==> src/rtl/cva6_clic_irq_sender.sv <==
// rtl/cva6_clic_irq_sender.sv - CLIC-side interrupt transmitter: pending tracking, arbitration, valid/ready/kill handshake.
// Presents the highest-ranked enabled pending source and holds it until accepted or withdrawn.
module cva6_clic_irq_sender #(
  parameter int unsigned NumSrc  = 64,
  parameter int unsigned IdWidth = $clog2(NumSrc)
) (
  input  logic                  clk_i,
  input  logic                  rst_ni,
  input  logic [NumSrc-1:0]     src_i,
  input  logic [NumSrc-1:0]     ie_i,
  input  logic [NumSrc-1:0]     edge_i,
  input  logic [NumSrc*8-1:0]   level_i,
  input  logic [NumSrc*2-1:0]   priv_i,
  output logic                  irq_valid_o,
  input  logic                  irq_ready_i,
  output logic [IdWidth-1:0]    irq_id_o,
  output logic [7:0]            irq_level_o,
  output logic [1:0]            irq_priv_o,
  output logic                  kill_req_o,
  input  logic                  kill_ack_i
);

  localparam logic [1:0] StIdle   = 2'd0;
  localparam logic [1:0] StValid  = 2'd1;
  localparam logic [1:0] StKill   = 2'd2;
  localparam logic [1:0] StSettle = 2'd3;

  logic [NumSrc-1:0]  src_q, src_d;
  logic [NumSrc-1:0]  pend_q, pend_d;
  logic               cand_valid_q, cand_valid_d;
  logic [IdWidth-1:0] cand_id_q, cand_id_d;
  logic [7:0]         cand_level_q, cand_level_d;
  logic [1:0]         cand_priv_q, cand_priv_d;
  logic [1:0]         state_q, state_d;
  logic               irq_valid_q, irq_valid_d;
  logic               kill_req_q, kill_req_d;
  logic [IdWidth-1:0] irq_id_q, irq_id_d;
  logic [7:0]         irq_level_q, irq_level_d;
  logic [1:0]         irq_priv_q, irq_priv_d;

  logic               accept;
  logic [NumSrc-1:0]  eligible;
  logic [9:0]         best_key, src_key;

  assign accept   = irq_valid_q & irq_ready_i;
  assign eligible = pend_q & ie_i;

  // Edge sources: a new rising edge beats a simultaneous accept-clear.
  always_comb begin
    src_d  = src_i;
    pend_d = pend_q;
    for (int unsigned i = 0; i < NumSrc; i++) begin
      if (edge_i[i]) begin
        if (accept && irq_id_q == IdWidth'(i)) pend_d[i] = 1'b0;
        if (src_i[i] && !src_q[i])             pend_d[i] = 1'b1;
      end else begin
        pend_d[i] = src_i[i];
      end
    end
  end

  // Strictly-greater compare while scanning upward keeps ties on the lowest id.
  always_comb begin
    cand_valid_d = 1'b0;
    cand_id_d    = '0;
    cand_level_d = '0;
    cand_priv_d  = '0;
    best_key     = '0;
    src_key      = '0;
    for (int unsigned i = 0; i < NumSrc; i++) begin
      src_key = {priv_i[2*i +: 2], level_i[8*i +: 8]};
      if (eligible[i] && (!cand_valid_d || src_key > best_key)) begin
        cand_valid_d = 1'b1;
        cand_id_d    = IdWidth'(i);
        cand_level_d = level_i[8*i +: 8];
        cand_priv_d  = priv_i[2*i +: 2];
        best_key     = src_key;
      end
    end
  end

  always_comb begin
    state_d     = state_q;
    irq_valid_d = irq_valid_q;
    kill_req_d  = kill_req_q;
    irq_id_d    = irq_id_q;
    irq_level_d = irq_level_q;
    irq_priv_d  = irq_priv_q;
    case (state_q)
      StIdle: begin
        if (cand_valid_q) begin
          irq_valid_d = 1'b1;
          irq_id_d    = cand_id_q;
          irq_level_d = cand_level_q;
          irq_priv_d  = cand_priv_q;
          state_d     = StValid;
        end
      end
      StValid: begin
        if (irq_ready_i) begin
          irq_valid_d = 1'b0;
          state_d     = StSettle;
        end else if (!eligible[irq_id_q] ||
                     (cand_valid_q && {cand_priv_q, cand_level_q} > {irq_priv_q, irq_level_q})) begin
          kill_req_d = 1'b1;
          state_d    = StKill;
        end
      end
      StKill: begin
        if (irq_ready_i || kill_ack_i) begin
          irq_valid_d = 1'b0;
          kill_req_d  = 1'b0;
          state_d     = StSettle;
        end
      end
      // One low cycle lets the candidate registers see the cleared pending bit.
      StSettle: state_d = StIdle;
      default:  state_d = StIdle;
    endcase
  end

  always_ff @(posedge clk_i or negedge rst_ni) begin
    if (!rst_ni) begin
      src_q        <= '0;
      pend_q       <= '0;
      cand_valid_q <= 1'b0;
      cand_id_q    <= '0;
      cand_level_q <= '0;
      cand_priv_q  <= '0;
      state_q      <= StIdle;
      irq_valid_q  <= 1'b0;
      kill_req_q   <= 1'b0;
      irq_id_q     <= '0;
      irq_level_q  <= '0;
      irq_priv_q   <= '0;
    end else begin
      src_q        <= src_d;
      pend_q       <= pend_d;
      cand_valid_q <= cand_valid_d;
      cand_id_q    <= cand_id_d;
      cand_level_q <= cand_level_d;
      cand_priv_q  <= cand_priv_d;
      state_q      <= state_d;
      irq_valid_q  <= irq_valid_d;
      kill_req_q   <= kill_req_d;
      irq_id_q     <= irq_id_d;
      irq_level_q  <= irq_level_d;
      irq_priv_q   <= irq_priv_d;
    end
  end

  assign irq_valid_o = irq_valid_q;
  assign kill_req_o  = kill_req_q;
  assign irq_id_o    = irq_id_q;
  assign irq_level_o = irq_level_q;
  assign irq_priv_o  = irq_priv_q;

endmodule

==> config.mk <==
export PLATFORM = sky130hd
export DESIGN_NAME = cva6_clic_irq_sender
export DESIGN_NICKNAME = d
export VERILOG_FILES = /design/src/rtl/cva6_clic_irq_sender.sv
export SDC_FILE = /design/constraint.sdc
export NUM_CORES = 2
export LEC_CHECK = 0
export ABC_AREA = 0
export BUFFER_PORTS_ARGS = -buffer_cell sky130_fd_sc_hd__buf_2
export CAP_MARGIN = 20
export CORE_AREA = 2 2 334 336
export DETAILED_ROUTE_END_ITERATION = 7
export DIE_AREA = 0 0 336 338
export PLACE_DENSITY = 0.54
export REMOVE_ABC_BUFFERS = 1
export SLEW_MARGIN = 0
export SYNTH_ARGS = -nofsm -noshare
export SYNTH_HDL_FRONTEND = slang
export SYNTH_SLANG_ARGS = --single-unit
==> constraint.sdc <==
create_clock -name clk_i -period 171.4 [get_ports clk_i]
set_input_delay 17.14 -clock clk_i [delete_from_list [all_inputs] [get_ports clk_i]]
set_output_delay 17.14 -clock clk_i [all_outputs]
set_load 0.01 [all_outputs]
==> metrics.md <==
| Metric | Value |
|---|---|
| Area Growth Syn to Fin | 20.20% |
| Post-route setup slack | 12.10 ns |
| Critical Path Source Type | input port |
| Total GRT Usage | 27.68% |
| Total Wirelength | 164100 um |
| Critical Path RT | 171.79 ns |
| Slew HR | 31.66% |
| DR iter-0 viols | 2838 |
| Hold Violations, Final | 0 |
| Mapped cell area | 34520 um^2 |
| Number of synthesized flops with an enable pin | 0 |
| CTS tree | yes |
| Metal-1 WL | 70390 um |
| Routed met2 length | 77440 um |
| Gr ovfl total | 0 |
| DR WL/cell | 23.20 um |
| FF+latch area | 4131 um^2 |
| Die area | 113600 um^2 |
| Maxcap violations | 0 |
| Synthesized area per cell | 7.304 um^2 |
| Outcome | complete, no violations |
| Multi-input logic area | 28360 um^2 |
| Critical Path Slowest Stage Cell | or4_1 |
| Die height | 338 um |
| Post-route DRC | 0 |
| DR WL met3 | 10210 um |
| IO buf count | 853 |
| Post-synthesis sequential area ratio | 11.96% |
| Worst path depth | 721 |
| Final core utilization | 37.70% |
| Number of global-route vias before repair | 37.13k |
| Post-Syn Instances | 4726 |
| Max Slew Vio Count | 0 |
| Detailed Place HPWL | 144500 um |
| Critical Path Most Common Cell | o21ai_0 |
| Fmax | 6.278 MHz |
| Clock tree sinks | 165 |
| Initial Utilization | 31.36% |
| Initial DRT Pass Iterations | 7 |
| Clock Latency Late Sink | 0.51 ns |
| Hold Path Cell Cnt | 1 |
| Ys async rst share | 100.0% |
| Pre-CTS setup slack | 2.038 ns |
| Core area | 110100 um^2 |
| Layout cells sized above 1 | 21.98% |
| WP buf/inv | 47 |
| Least-Margin Pin Slew | 1.023 ns |
| CP top delay family | compound AO/OA/AOI/OAI gates |
| CP endpoint kind | flip-flop |
| GPL Wtd Cong | 0.9944 |
| Worst Path Max Fanout | 22 |
| Clock-pin slew on the worst setup and hold paths | 0.09 ns |
| CP Data Arrival Time | 159.69 ns |
| Post-route ant nets | 0 |
| Delay of the slowest cell on the worst path | 0.61 ns |
| Reg2reg setup slack | 28.38 ns |
| Unique masters post-synth | 114 |
| Antenna violations before repair | 126 |
| Final Setup Violations | 0 |
| Largest net degree at the start of global routing | 101 |
| Ys Warns | 0 |
| Number of synthesized register bits | 165 |
| First-pass GRT wire length | 235100 um |
| Row Count | 122 |
| Fillers | 11.79k |
| Hold Path Class | reg -> reg |
| Die span in x | 336 um |
| R2r worst-path depth | 720 |
| Final period util | 92.94% |
| Clock Skew | 0.02342 ns |
| Clock Tree Root | clkbuf_16 |
| Drt via density | 5.510 |
| CTS buffer count | 17 |
| Final #Nets | 6922 |
| Critical path class | in -> reg |
| Top layer in use | met5 |
| CTS max path bufs | 2 |
| IO Count | 854 |
| Top_reg_cell synth | dfrtp_1 |
| Post-layout min period | 159.30 ns |
| Via count | 38.98k |
| H-tree depth | 4 |
[layout make-up]
cell class,instances,area share (%)
well taps,1488,4.487
flip-flops and latches,165,9.958
clock buffers,17,1.025
diodes,78,0.4705
repair buffers,903,11.22
inverters,447,4.053
clock inverters,15,0.4373
multi-input cells,3962,68.35
[cell usage after synthesis (22+ instances only)]
| master | instances | area share (%) |
|---|---|---|
| o21ai_1 | 35 | 0.51 |
| a31oi_1 | 72 | 1.3 |
| a32o_1 | 67 | 1.9 |
| clkbuf_1 | 120 | 1.3 |
| o211ai_1 | 40 | 0.87 |
| a211o_1 | 22 | 0.56 |
| dfrtp_1 | 165 | 12 |
| nor2b_1 | 102 | 1.8 |
| o21a_1 | 40 | 0.87 |
| a21o_1 | 124 | 2.7 |
| o21bai_1 | 24 | 0.52 |
| and3_1 | 34 | 0.62 |
| mux2_2 | 125 | 4.1 |
| and4_1 | 22 | 0.56 |
| nand2b_1 | 61 | 1.1 |
| nor4_1 | 31 | 0.56 |
| nand4_1 | 101 | 1.8 |
| inv_1 | 446 | 4.9 |
| a211oi_1 | 37 | 0.80 |
| nor2_1 | 323 | 3.5 |
| ha_1 | 590 | 21 |
| or2_2 | 24 | 0.43 |
| mux2i_1 | 176 | 5.1 |
| xnor2_1 | 25 | 0.63 |
| nand2_1 | 602 | 6.5 |
| or3_1 | 23 | 0.42 |
| a21oi_1 | 299 | 4.3 |
| nor3_1 | 79 | 1.1 |
| o21ai_0 | 385 | 5.6 |
| nand3_1 | 111 | 1.6 |
| and2_1 | 57 | 1.0 |
| o22ai_1 | 22 | 0.40 |
[final timing paths]
check,from,endpoint
min in group asynchronous,rst_ni,src_q[16]
worst min-delay path,cand_id_q[4],irq_id_o[4]
max in group asynchronous,rst_ni,pend_q[37]
worst max-delay path,ie_i[0],cand_id_q[3]
worst max register to register,pend_q[0],cand_id_q[3]
worst min register to register,cand_id_q[4],irq_id_o[4]
[cells in the final DEF (no fill, tap or decap), drive strengths merged, types with 67 or more instances in the layout]
master / netlist / routed
a21oi: 306 / 306
nand2: 604 / 604
nand4: 101 / 101
mux2: 130 / 130
a31oi: 74 / 74
nor3: 80 / 80
a32o: 67 / 67
buf: 32 / 902
nor2b: 102 / 102
dfrtp: 165 / 165
ha: 590 / 590
diode: 0 / 78
inv: 446 / 454
a21o: 124 / 124
nor2: 326 / 327
o21ai: 425 / 425
mux2i: 180 / 180
nand3: 111 / 111
[sequential cells by signal, summed over array words and instances, names as in the netlist]
signal / cells
irq_valid_o: 1
kill_req_o: 1
cand_id_q: 6
cand_level_q: 8
state_q: 2
irq_level_o: 8
irq_priv_o: 2
cand_priv_q: 2
src_q: 64
irq_id_o: 6
cand_valid_q: 1
pend_q: 64
[per-stage QoR]
stage	cell area [um^2]	hold slack (ns)	cells	TNS [ns]
2_1_floorplan	33900	0.4556	4573	0
3_3_place_gp	40310	0.4587	6942	0
3_5_place_dp	40310	0.4669	6942	0
4_1_cts	40920	0.4893	6974	0
5_1_grt	41430	0.5010	7051	-0.3250
6_report	41490	0.4913	7075	0
[layer usage]
layer / vias to the layer above / track usage [%]
met5: - / 0
met4: 88 / 9.856
met3: 301 / 5.354
met2: 1280 / 47.14
met1: 18370 / 34.65
li1: 18940 / -
[logic make-up after synthesis]
group / after synthesis / share of synthesized area [%]
compound gates: 1397 / 26.81
flops: 165 / 11.96
mux: 315 / 9.867
xor+xnor: 37 / 0.9388
simple gates: 1620 / 22.34
buf+inv: 600 / 6.641
fa+ha+maj: 592 / 21.44
[what timing repair did]
item	4_1_cts	5_1_grt
gates resized for setup	0	68
buffers inserted	0	17
endpoints found under the setup margin	0	16
hold buffers	0	0
Power is left out: the tool's default activity adds up to more than one toggle a clock period on the data nets, which glitch-free logic cannot reach.
